`config.mk`:
```
export PLATFORM = sky130hd
export DESIGN_NAME = store_formatter
export DESIGN_NICKNAME = d
export VERILOG_FILES = /design/src/rtl/musa_mem_pkg.sv /design/src/rtl/store_lane_format.sv /design/src/rtl/store_formatter.sv
export SDC_FILE = /design/constraint.sdc
export NUM_CORES = 1
export LEC_CHECK = 0
export CORE_UTILIZATION = 43
export CTS_CLUSTER_DIAMETER = 100
export DETAILED_ROUTE_END_ITERATION = 10
export PLACE_DENSITY = 0.81
export SLEW_MARGIN = 25
export SYNTH_ARGS = -nofsm -noshare
export SYNTH_HDL_FRONTEND = slang
export SYNTH_SLANG_ARGS = --single-unit
```
`constraint.sdc`:
```
create_clock -name clock -period 4.2 [get_ports clock]
set_clock_uncertainty 0.15 [all_clocks]
set_input_delay 0.84 -clock clock [delete_from_list [all_inputs] [get_ports clock]]
set_output_delay 0.84 -clock clock [all_outputs]
set_load 0.01 [all_outputs]
```
`src/rtl/musa_mem_pkg.sv`:
```
// rtl/musa_mem_pkg.sv - shared memory-stage encodings for the load and store lane logic
package musa_mem_pkg;

    // Access size as carried down the pipeline from decode
    typedef enum logic [1:0] {
        SZ_BYTE    = 2'b00,
        SZ_HALF    = 2'b01,
        SZ_WORD    = 2'b10,
        SZ_ILLEGAL = 2'b11
    } size_t;

    // Store handshake state
    typedef enum logic {
        ST_IDLE = 1'b0,
        ST_REQ  = 1'b1
    } state_t;

    localparam logic [3:0] BE_NONE = 4'b0000;

endpackage

```
`src/rtl/store_lane_format.sv`:
```
// rtl/store_lane_format.sv - places store data into byte lanes and checks alignment
module store_lane_format #(
    parameter bit BIG_ENDIAN = 1'b0
) (
    input  logic [1:0]  addr_lo,
    input  logic [1:0]  size,
    input  logic [31:0] data,
    output logic [3:0]  be,
    output logic [31:0] wdata,
    output logic        aligned_ok
);
    import musa_mem_pkg::*;

    logic [3:0] be_le;

    // Replicate the narrow value across all lanes; the enables pick the lane that is written
    always_comb begin
        be_le      = BE_NONE;
        wdata      = data;
        aligned_ok = 1'b0;
        case (size)
            SZ_BYTE: begin
                wdata      = {4{data[7:0]}};
                be_le      = 4'b0001 << addr_lo;
                aligned_ok = 1'b1;
            end
            SZ_HALF: begin
                wdata      = {2{data[15:0]}};
                be_le      = addr_lo[1] ? 4'b1100 : 4'b0011;
                aligned_ok = ~addr_lo[0];
            end
            SZ_WORD: begin
                wdata      = data;
                be_le      = 4'b1111;
                aligned_ok = (addr_lo == 2'b00);
            end
            default: begin
                wdata      = data;
                be_le      = BE_NONE;
                aligned_ok = 1'b0;
            end
        endcase
    end

    // Big-endian memories number lanes the other way round; only the enables mirror
    assign be = BIG_ENDIAN ? {be_le[0], be_le[1], be_le[2], be_le[3]} : be_le;

endmodule

```
`src/rtl/store_formatter.sv`:
```
// rtl/store_formatter.sv - store lane formatting, alignment check and memory req/ack handshake
module store_formatter #(
    parameter int ADDR_WIDTH = 32,
    parameter bit BIG_ENDIAN = 1'b0
) (
    input  logic                  clock,
    input  logic                  reset,
    input  logic                  st_valid,
    output logic                  st_ready,
    input  logic [ADDR_WIDTH-1:0] st_addr,
    input  logic [31:0]           st_data,
    input  logic [1:0]            st_size,
    output logic                  stall,
    output logic                  mem_req,
    output logic [ADDR_WIDTH-1:0] mem_addr,
    output logic [31:0]           mem_wdata,
    output logic [3:0]            mem_be,
    input  logic                  mem_ack,
    output logic                  misaligned,
    output logic [ADDR_WIDTH-1:0] bad_addr
);
    import musa_mem_pkg::*;

    state_t                state;
    state_t                state_nxt;
    logic                  accept;
    logic [3:0]            lane_be;
    logic [31:0]           lane_wdata;
    logic                  aligned_ok;
    logic [ADDR_WIDTH-1:0] addr_nxt;
    logic [31:0]           wdata_nxt;
    logic [3:0]            be_nxt;
    logic                  mis_nxt;
    logic [ADDR_WIDTH-1:0] bad_nxt;

    store_lane_format #(
        .BIG_ENDIAN(BIG_ENDIAN)
    ) u_lane (
        .addr_lo    (st_addr[1:0]),
        .size       (st_size),
        .data       (st_data),
        .be         (lane_be),
        .wdata      (lane_wdata),
        .aligned_ok (aligned_ok)
    );

    // Ready straight from the ack lets a zero-wait memory take one store per cycle
    assign st_ready = (state == ST_IDLE) || ((state == ST_REQ) && mem_ack);
    assign stall    = st_valid && !st_ready;
    assign accept   = st_valid && st_ready;
    assign mem_req  = (state == ST_REQ);

    // State register; reset drops any pending request immediately
    always_ff @(posedge clock or posedge reset) begin
        if (reset) begin
            state <= ST_IDLE;
        end else begin
            state <= state_nxt;
        end
    end

    // A legal accept (re)enters REQ, an ack without a new store returns to IDLE
    always_comb begin
        state_nxt = state;
        if (accept) begin
            state_nxt = aligned_ok ? ST_REQ : ST_IDLE;
        end else if ((state == ST_REQ) && mem_ack) begin
            state_nxt = ST_IDLE;
        end
    end

    // Next values for the request fields: load on legal accept, hold while waiting for ack
    always_comb begin
        addr_nxt  = mem_addr;
        wdata_nxt = mem_wdata;
        be_nxt    = mem_be;
        mis_nxt   = 1'b0;
        bad_nxt   = bad_addr;
        if (accept && aligned_ok) begin
            addr_nxt  = {st_addr[ADDR_WIDTH-1:2], 2'b00};
            wdata_nxt = lane_wdata;
            be_nxt    = lane_be;
        end else if (accept) begin
            be_nxt    = BE_NONE;
            mis_nxt   = 1'b1;
            bad_nxt   = st_addr;
        end else if (state_nxt == ST_IDLE) begin
            be_nxt    = BE_NONE;
        end
    end

    // Request field and fault registers
    always_ff @(posedge clock or posedge reset) begin
        if (reset) begin
            mem_addr   <= '0;
            mem_wdata  <= '0;
            mem_be     <= BE_NONE;
            misaligned <= 1'b0;
            bad_addr   <= '0;
        end else begin
            mem_addr   <= addr_nxt;
            mem_wdata  <= wdata_nxt;
            mem_be     <= be_nxt;
            misaligned <= mis_nxt;
            bad_addr   <= bad_nxt;
        end
    end

endmodule

```
Yosys cells after proc, flatten, opt, wreduce, memory -nomap -nowiden
Cells that the tools add are included. W data, S select, Z words.

Add/subtract/negate cells: 0. $mul: 0. Divide/modulo/power cells: 0. Order comparisons: 0. Equality and inequality tests: 3. Shift operators: 1. Muxes and demuxes: 12. Bitwise logic cells: 3. Reductions and logical operators: 9.

Operators by type and width (number): $pmux W32 S2 (1); $mux W4 (4); $pmux W4 S3 (1); $mux W1 (5); $logic_and A1 B1 Y1 (4); $logic_not A2 Y1 (2); $shl A1 B2 Y4 const A (1); $ne A3 B1 Y1 const B (1); $not A1 Y1 (3); $pmux W1 S3 (1); $eq A2 B1 Y1 const B (1); $eq A2 B2 Y1 const B (1); $reduce_and A2 Y1 (1); $logic_not A1 Y1 (1); $logic_or A1 B1 Y1 (1).

Register bits: 100. Latch bits: 0. Memory bits (writable): 0. Bits in read-only memories: 0. Input port bits: 70. Memories: 0.

Longest topological paths before layout
Gate-level depths: netlist of the first run.

Word-level depth: 7. Depth in mapped cells: 6. Mapped depth without buffers: 4.

Cells and area by module
A second synthesis of the first run with hierarchy kept.

Cells, all modules: 287. Area, all modules: 4357.9 µm².

Modules (own cells, without submodules): store_formatter (times used 1, cells an instance 220, area each 3782.4 µm²); store_lane_format (times used 1, cells an instance 67, area each 575.6 µm²).

Least setup slack after synthesis of the first run
No wires, ideal clock.

Kind: input port to output port. From: input mem_ack. To: output stall. Arrival time: 1.377 ns. Path slack: 1.833 ns. Stages on the path: 4. Path buffers: 1. Path through: nor2b_1 buf_2 inv_1 nor2_1.

Longest elaborated chain between the ends: 4.

Ends and longest elaborated chain: from (decl) (RTL line store_formatter.sv:18) `input logic mem_ack,`; $logic_and A1 B1 Y1 (RTL line store_formatter.sv:48) `assign st_ready = (state == ST_IDLE) || ((state == ST_REQ) && mem_ack);`; $logic_or A1 B1 Y1 (RTL line store_formatter.sv:48); via st_ready (RTL line store_formatter.sv:9) `output logic st_ready,`; $logic_not A1 Y1 (RTL line store_formatter.sv:49) `assign stall = st_valid && !st_ready;`; $logic_and A1 B1 Y1 (RTL line store_formatter.sv:49); to (decl) (RTL line store_formatter.sv:13) `output logic stall,`.

The timed path passes the listed nets, and every way through them passes these cells.

Worst setup path after layout of the first run
From: input mem_ack. To: output stall.

Longest elaborated chain between the ends: 4.

Ends and longest elaborated chain (RTL line): $logic_and A1 B1 Y1 (store_formatter.sv:48); $logic_or A1 B1 Y1 (store_formatter.sv:48); $logic_not A1 Y1 (store_formatter.sv:49); $logic_and A1 B1 Y1 (store_formatter.sv:49).

Every way passes these cells.

==> reports/qor.yml, run 1 <==
logic_synthesis:
  synth.yosys.seq_area_share_pct: 60.35
  post_synth_main_area_contributors: "dfrtp_1 60%, mux2_2 22%, mux2_1 7.9%"
  synth_largest_type_area_fraction_pct: 60.35
  synthesis.instances: 280
  largest_family_of_logic_cells_by_synthesized_area: "multiplexers"
  area_fraction_in_and_or_nand_and_nor_cells_after_synthesis_pct: 2.112
  synth.cell_area_mm2: 0.004146
  yosysUniqueCellTypes: 23
  ys.warnings.count: 0
  synthXorXnorAreaFrac_pct: 0
  post_synth_mux_area_share_pct: 31.80
  syn_avg_cell_area_um2: 14.81
  post_synthesis_compound_gate_area_fraction_pct: 2.686
  yosys_top_cell_by_area: "dfrtp_1"
  synthAdderAreaFrac_pct: 0
  postSynthRegisterBits: 100
final_layout:
  layout-drive-gt1-share_pct: 23.09
  fillerInstances: 715
  layout.cell_area.non_filler_mm2: 0.006170
  antenna_cells: 0
  area_growth_syn_to_layout_pct: 48.79
  post_layout_cell_count: 588
  design.final.nets: 525
grt:
  antenna_found_initial: 0
  first_global_vias: 3110
  gr-usage-all-layers_pct: 19.87
  first_pass_grt_wire_length_um: 15440
  globalRouteOverflowTotal: 0
  grt_start_max_net_pins: 53
clocking:
  tritoncts_clock_tree: "built"
  post-cts-setup-buffer-count: 0
  cts_resized: 0
  path_clk_slew_ns: 0.09
  clock_insertion_delay_worst_skew_ns: 0.34
  htreeDepth: 3
  clock-sinks: 100
  number_of_buffers_on_the_longest_clock_path: 2
  cts_inserted_buffers: 9
  root_buffer: "clkbuf_8"
  hold_fix_buffer_count_after_cts: 0
placed_design:
  detailedPlacementHpwl_um: 7055
  post-place-ws_ns: 0.9292
  post-place-cells: 573
  placedInstanceArea_mm2: 0.006002
  finalWeightedCongestion: 0.7422
  portBuffers: 171
worst_setup_path:
  reg2reg_setup_slack_ns: 2.15
  endpoint_kind: "output pin"
  crit_path_dat_ns: 2.29
  worstSetupStartpointType: "input pin"
  delay_of_the_slowest_cell_on_the_worst_path_ns: 0.55
  slowest_stage: "clkdlybuf4s50_1"
  cpMostUsedCell: "clkdlybuf4s50_1"
  worstPathCellList: "clkdlybuf4s50_1 -> nor2b_1 -> buf_4 -> inv_1 -> nor2_1 -> clkdlybuf4s50_1"
  worstPathMaxFanout: 10
  worstPathRequired_ns: 3.21
  timing.setup.critical_path_class: "in2out"
timing:
  timing.final.max_slew_violations: 0
  share_of_the_clock_period_used_by_the_worst_path_pct: 77.99
  tmin_final_ns: 3.276
  relSlewSlack_pct: 49.94
  report.final.setup_viol: 0
  setup_repair_after_global_routing_missed_its_margin: "no"
  totalNegativeSetupSlack_ns: 0
  timing_hold_violations_final: 0
  timing.fmax_mhz: 305.3
  holdWs_ns: 0.3374
  timing_worst_slew_pin_value_ns: 0.7482
  final_critical_path_setup_slack_ns: 0.9244
die:
  chipWidth_um: 100.2
  io_pins: 174
  initial_standard_cell_utilization_of_the_core_pct: 44.66
  die_height_um: 100.2
  floorplan.core_area_mm2: 0.009284
  rows: 35
  die-area_mm2: 0.01004
drt:
  antenna_left: 0
  drt-pass1-iter-count: 4
  drc_errors: 0
  avgRoutedWirePerCell_um: 16.40
  avgViaCountPerCell: 4.912
  dr.first_iter.drc_count: 47
  detail_route.wirelength_um: 9644
  routed-via-count: 2888
power_and_ir_drop:
  p_comb_share_pct: 33.4
  sw_frac_of_total_pct: 27.88
  pwr-share-clk_pct: 19.8
  pwr-share-seq_pct: 46.9
  power_density_mw_per_mm2: 438.0
  switchingPower_w: 0.0007532
  p_int_w: 0.001949
  cellLeakagePower_nw: 2.575
  max-vdd-ir-drop_uv: 247.5
min_path:
  min_path_type: "reg2reg"
run:
  maxCapViolations: 0
outcome:
  run_status: "finished, final reports clean"
cells in the mapped netlist:
cell and n:
o21ai_0 10, buf_2 8, buf_6 3, mux2_2 81, or4_1 1, nor2b_1 1, buf_1 1, nor2_1 2
nor3_1 1, nand2b_1 1, conb_1 1, a21oi_1 4, or2_2 1, a2111o_1 1, mux2i_1 8, clkbuf_1 3
inv_1 5, nand2_1 13, o211ai_1 1, dfrtp_1 100, mux2_1 29, o31ai_1 3, buf_4 2
cell usage in the layout (no fill, tap or decap), types with 2 or more instances in the layout:
| master | Yosys | final |
|---|---|---|
| a21oi_1 | 4 | 4 |
| buf_4 | 2 | 8 |
| clkbuf_8 | 0 | 9 |
| clkdlybuf4s50_1 | 0 | 171 |
| clkinv_4 | 0 | 2 |
| clkinvlp_4 | 0 | 3 |
| conb_1 | 1 | 2 |
| dfrtp_1 | 100 | 100 |
| inv_1 | 5 | 4 |
| mux2_1 | 29 | 29 |
| mux2_2 | 81 | 81 |
| mux2i_1 | 8 | 8 |
| nand2_1 | 13 | 13 |
| nor2_1 | 2 | 2 |
| o21ai_0 | 10 | 10 |
| o31ai_1 | 3 | 3 |
cell type report:
type / count / area [um^2] / share of cell area (%)
flip-flops and latches: 100 / 2502 / 40.56
repair buffers: 180 / 1792 / 29.04
multi-input cells: 159 / 1525 / 24.72
well taps: 129 / 161.4 / 2.616
clock buffers: 10 / 127.6 / 2.069
clock inverters: 5 / 40.04 / 0.6490
inverters: 5 / 21.27 / 0.3448
final timing paths:
| path | start | to | cells after the start |
|---|---|---|---|
| max | mem_ack | stall | 6 |
| min | mem_be[0]$_DFFE_PP0P_ | mem_be[0]$_DFFE_PP0P_ | 2 |
| max reg2reg | mem_req$_DFF_PP0_ | mem_wdata[5]$_DFFE_PP0P_ | 6 |
| min reg2reg | mem_be[0]$_DFFE_PP0P_ | mem_be[0]$_DFFE_PP0P_ | 2 |
| max in group asynchronous | reset | mem_addr[12]$_DFFE_PP0P_ | 3 |
| min in group asynchronous | reset | mem_addr[13]$_DFFE_PP0P_ | 2 |
cell families after synthesis:
logic type             count (synthesis)
AND/OR/NAND/NOR                       20
other                                  1
AO/OA/AOI/OAI                         19
flip-flops                           100
multiplexers                         118
buffers and inverters                 22
registers in the layout (all words and copies together), names as in the netlist:
name / cells
misaligned: 1
mem_addr: 30
mem_wdata: 32
bad_addr: 32
mem_be: 4
mem_req: 1
power by group through the flow:
stage	Clock, W	Combinational (W)	Sequential, W
2_1_floorplan	0	0.000255	0.00138
6_report	0.000534	0.000901	0.00127
3_5_place_dp	0	0.000911	0.00129
5_1_grt	0.000596	0.000961	0.00129
3_3_place_gp	0	0.000890	0.00127
4_1_cts	0.000560	0.000916	0.00127
stage by stage:
stage               power, W  utilization, %
detailed placement  0.002197           64.65
global placement    0.002163           64.65
floorplan           0.001632               -
global route        0.002847           66.46
finish              0.002702           66.46
CTS                 0.002745           66.46
worst max-delay path, delay by kind of cell:
kind	cells	cell delay [ns]
buffers and inverters	4	1.21
AND/OR/NAND/NOR	2	0.24
routing by layer:
layer	global-route usage (%)	up-vias	wire, um
li1	-	1330	-
met4	5.351	0	126
met3	6.616	10	661
met2	34.93	105	4894
met5	0	-	0
met1	23.24	1443	3961
Note: power is estimated with default switching activity, not from simulation.
==> inputs of run 2 (changes only) <==
- clock period: 4.2 -> 3.2 ns (I/O delays scaled with it)
==> reports/qor.yml, run 2 (synthesized netlist as in run 1, its figures left out) <==
die:
  floorplan.core_area_mm2: 0.009284  # unchanged
  io_pins: 174  # unchanged
  chipWidth_um: 100.2  # unchanged
  die_height_um: 100.2  # unchanged
  initial_standard_cell_utilization_of_the_core_pct: 44.66  # unchanged
  rows: 35  # unchanged
  die-area_mm2: 0.01004  # unchanged
min_path:
  min_path_type: "reg2reg"  # unchanged
  hold_start: "bad_addr[12]$_DFFE_PP0P_"  # was mem_be[0]$_DFFE_PP0P_
  hold_path_depth: 1  # was 2
  worst_hold_path.endpoint: "bad_addr[12]$_DFFE_PP0P_"  # was mem_be[0]$_DFFE_PP0P_
drt:
  detail_route.wirelength_um: 9287  # was 9644 um
  drt-pass1-iter-count: 4  # unchanged
  dr.first_iter.drc_count: 53  # was 47
  routed-via-count: 2848  # was 2888
  avgRoutedWirePerCell_um: 15.77  # was 16.40 um
  antenna_left: 0  # unchanged
  avgViaCountPerCell: 4.835  # was 4.912
  drc_errors: 0  # unchanged
timing:
  totalNegativeSetupSlack_ns: 0  # unchanged
  timing.fmax_mhz: 359.3
  tmin_final_ns: 2.783
  setup_repair_after_global_routing_missed_its_margin: "no"  # unchanged
  timing.final.max_slew_violations: 0  # unchanged
  timing_hold_violations_final: 0  # unchanged
  timing_worst_slew_pin_value_ns: 0.7439  # was 0.7482 ns
  relSlewSlack_pct: 50.22  # was 49.94%
  share_of_the_clock_period_used_by_the_worst_path_pct: 86.97
  report.final.setup_viol: 0  # unchanged
worst_setup_path:
  timing.setup.critical_path_class: "in2out"  # unchanged
  reg2reg_setup_slack_ns: 1.22  # was 2.15 ns
  r2r-start: "mem_req$_DFF_PP0_"  # unchanged
  worstSetupStartpointType: "input pin"  # unchanged
  crit_path_dat_ns: 1.99  # was 2.29 ns
  worstPathMaxFanout: 4  # was 10
  worstPathRequired_ns: 2.41  # was 3.21 ns
  worstReg2RegEnd: "bad_addr[4]$_DFFE_PP0P_"  # was mem_wdata[5]$_DFFE_PP0P_
  reg2regPathDepth: 5  # was 6
  endpoint_kind: "output pin"  # unchanged
grt:
  globalRouteOverflowTotal: 0  # unchanged
  first_global_vias: 3036  # was 3110
  first_pass_grt_wire_length_um: 15060  # was 15440 um
  grt_start_max_net_pins: 41  # was 53
  gr-usage-all-layers_pct: 19.36  # was 19.87%
  antenna_found_initial: 0  # unchanged
final_layout:
  antenna_cells: 0  # unchanged
  design.final.nets: 525  # unchanged
  area_growth_syn_to_layout_pct: 50.66  # was 48.79%
  layout-drive-gt1-share_pct: 23.48  # was 23.09%
  reg.largest.list: "bad_addr: 32 flops, mem_wdata: 32 flops, mem_addr: 30 flops"  # unchanged
  post_layout_cell_count: 589  # was 588
  layout.cells.most_common: "clkdlybuf4s50_1"  # unchanged
  layout_common_cells: "171 x clkdlybuf4s50_1, 100 x dfrtp_1, 81 x mux2_2"  # unchanged
  fillerInstances: 707  # was 715
placed_design:
  detailedPlacementHpwl_um: 6833  # was 7055 um
  portBuffers: 171  # unchanged
  finalWeightedCongestion: 0.7638  # was 0.7422
  post-place-cells: 573  # unchanged
power_and_ir_drop:
  power_density_mw_per_mm2: 588.6  # was 438.0 mW/mm^2
  cellLeakagePower_nw: 2.611  # was 2.575 nW
  max-vdd-ir-drop_uv: 390.3  # was 247.5 uV
clocking:
  htreeDepth: 3  # unchanged
  path_clk_slew_ns: 0.09  # about the same
  hold_fix_buffer_count_after_cts: 0  # unchanged
  root_buffer: "clkbuf_8"  # unchanged
  post-cts-setup-buffer-count: 0  # unchanged
  clock_insertion_delay_worst_skew_ns: 0.35  # was 0.34 ns
  number_of_buffers_on_the_longest_clock_path: 2  # unchanged
  clock-sinks: 100  # unchanged
  cts_resized: 0  # unchanged
  cts_inserted_buffers: 9  # unchanged
  tritoncts_clock_tree: "built"  # unchanged
run:
  maxCapViolations: 0  # unchanged
outcome:
  run_status: "finished, final reports clean"  # unchanged
run 2: changes by cell type in the layout (fill, tap and decap cells not counted), sizes merged:
cell / delta
clkbuf: -1
bufinv: +1
inv: +2
clkinv: -1
run 2: through the flow:
step	setup WS [ns]	power, W	cell area (um^2)	util (%)	hold slack [ns]
after floorplan	1.077	0.002143	4154	-	0.3634
after global placement	0.4415	0.002845	6041	65.07	0.3196
after detailed placement	0.4202	0.002882	6041	65.07	0.3267
after CTS	0.4009	0.003723	6247	67.29	0.3501
after global routing	0.3194	0.003865	6247	67.29	0.3700
final	0.4171	0.003677	6247	67.29	0.3459
run 2: area by class of cell:
class / instances / area, um^2 / share of cell area [%]
Timing Repair Buffer: 180 / 1829 / 29.28
Tap cell: 129 / 161.4 / 2.584
Sequential cell: 100 / 2502 / 40.06
Clock inverter: 7 / 82.58 / 1.322
Inverter: 5 / 22.52 / 0.3605
Multi-Input combinational cell: 159 / 1525 / 24.41
Clock buffer: 9 / 123.9 / 1.983
run 2: worst max path at each step:
stage | startpoint | end | cells after the start
2_1_floorplan | mem_ack | mem_addr[10]$_DFFE_PP0P_ | 6
3_3_place_gp | mem_ack | stall | 5
3_5_place_dp | mem_ack | stall | 5
4_1_cts | mem_ack | stall | 5
5_1_grt | mem_ack | stall | 5
6_report | mem_ack | stall | 5
run 2: layer usage:
layer,global-route usage (%),vias to the layer above,share of wire (%),routed length [um]
met3,5.571,13,6.3,585
li1,-,1334,-,-
met2,31.93,106,48,4454
met5,0,-,0,0
met1,24.47,1395,44,4080
met4,6.577,0,1.8,166
run 2: power by group:
part	switching, W	leakage (nW)	internal (W)	total, W
Combinational	0.000426	1.33	0.000753	0.00118
Clock	0.000462	0.0984	0.000374	0.000836
Sequential	0.000134	1.19	0.00153	0.00166
Total	0.00102	2.61	0.00266	0.00368
run 2: worst max-delay path: stages:
cell and delay, ns:
clkdlybuf4s50_1 0.40, nor2b_1 0.17, inv_1 0.12, nor2_1 0.11, clkdlybuf4s50_1 0.56
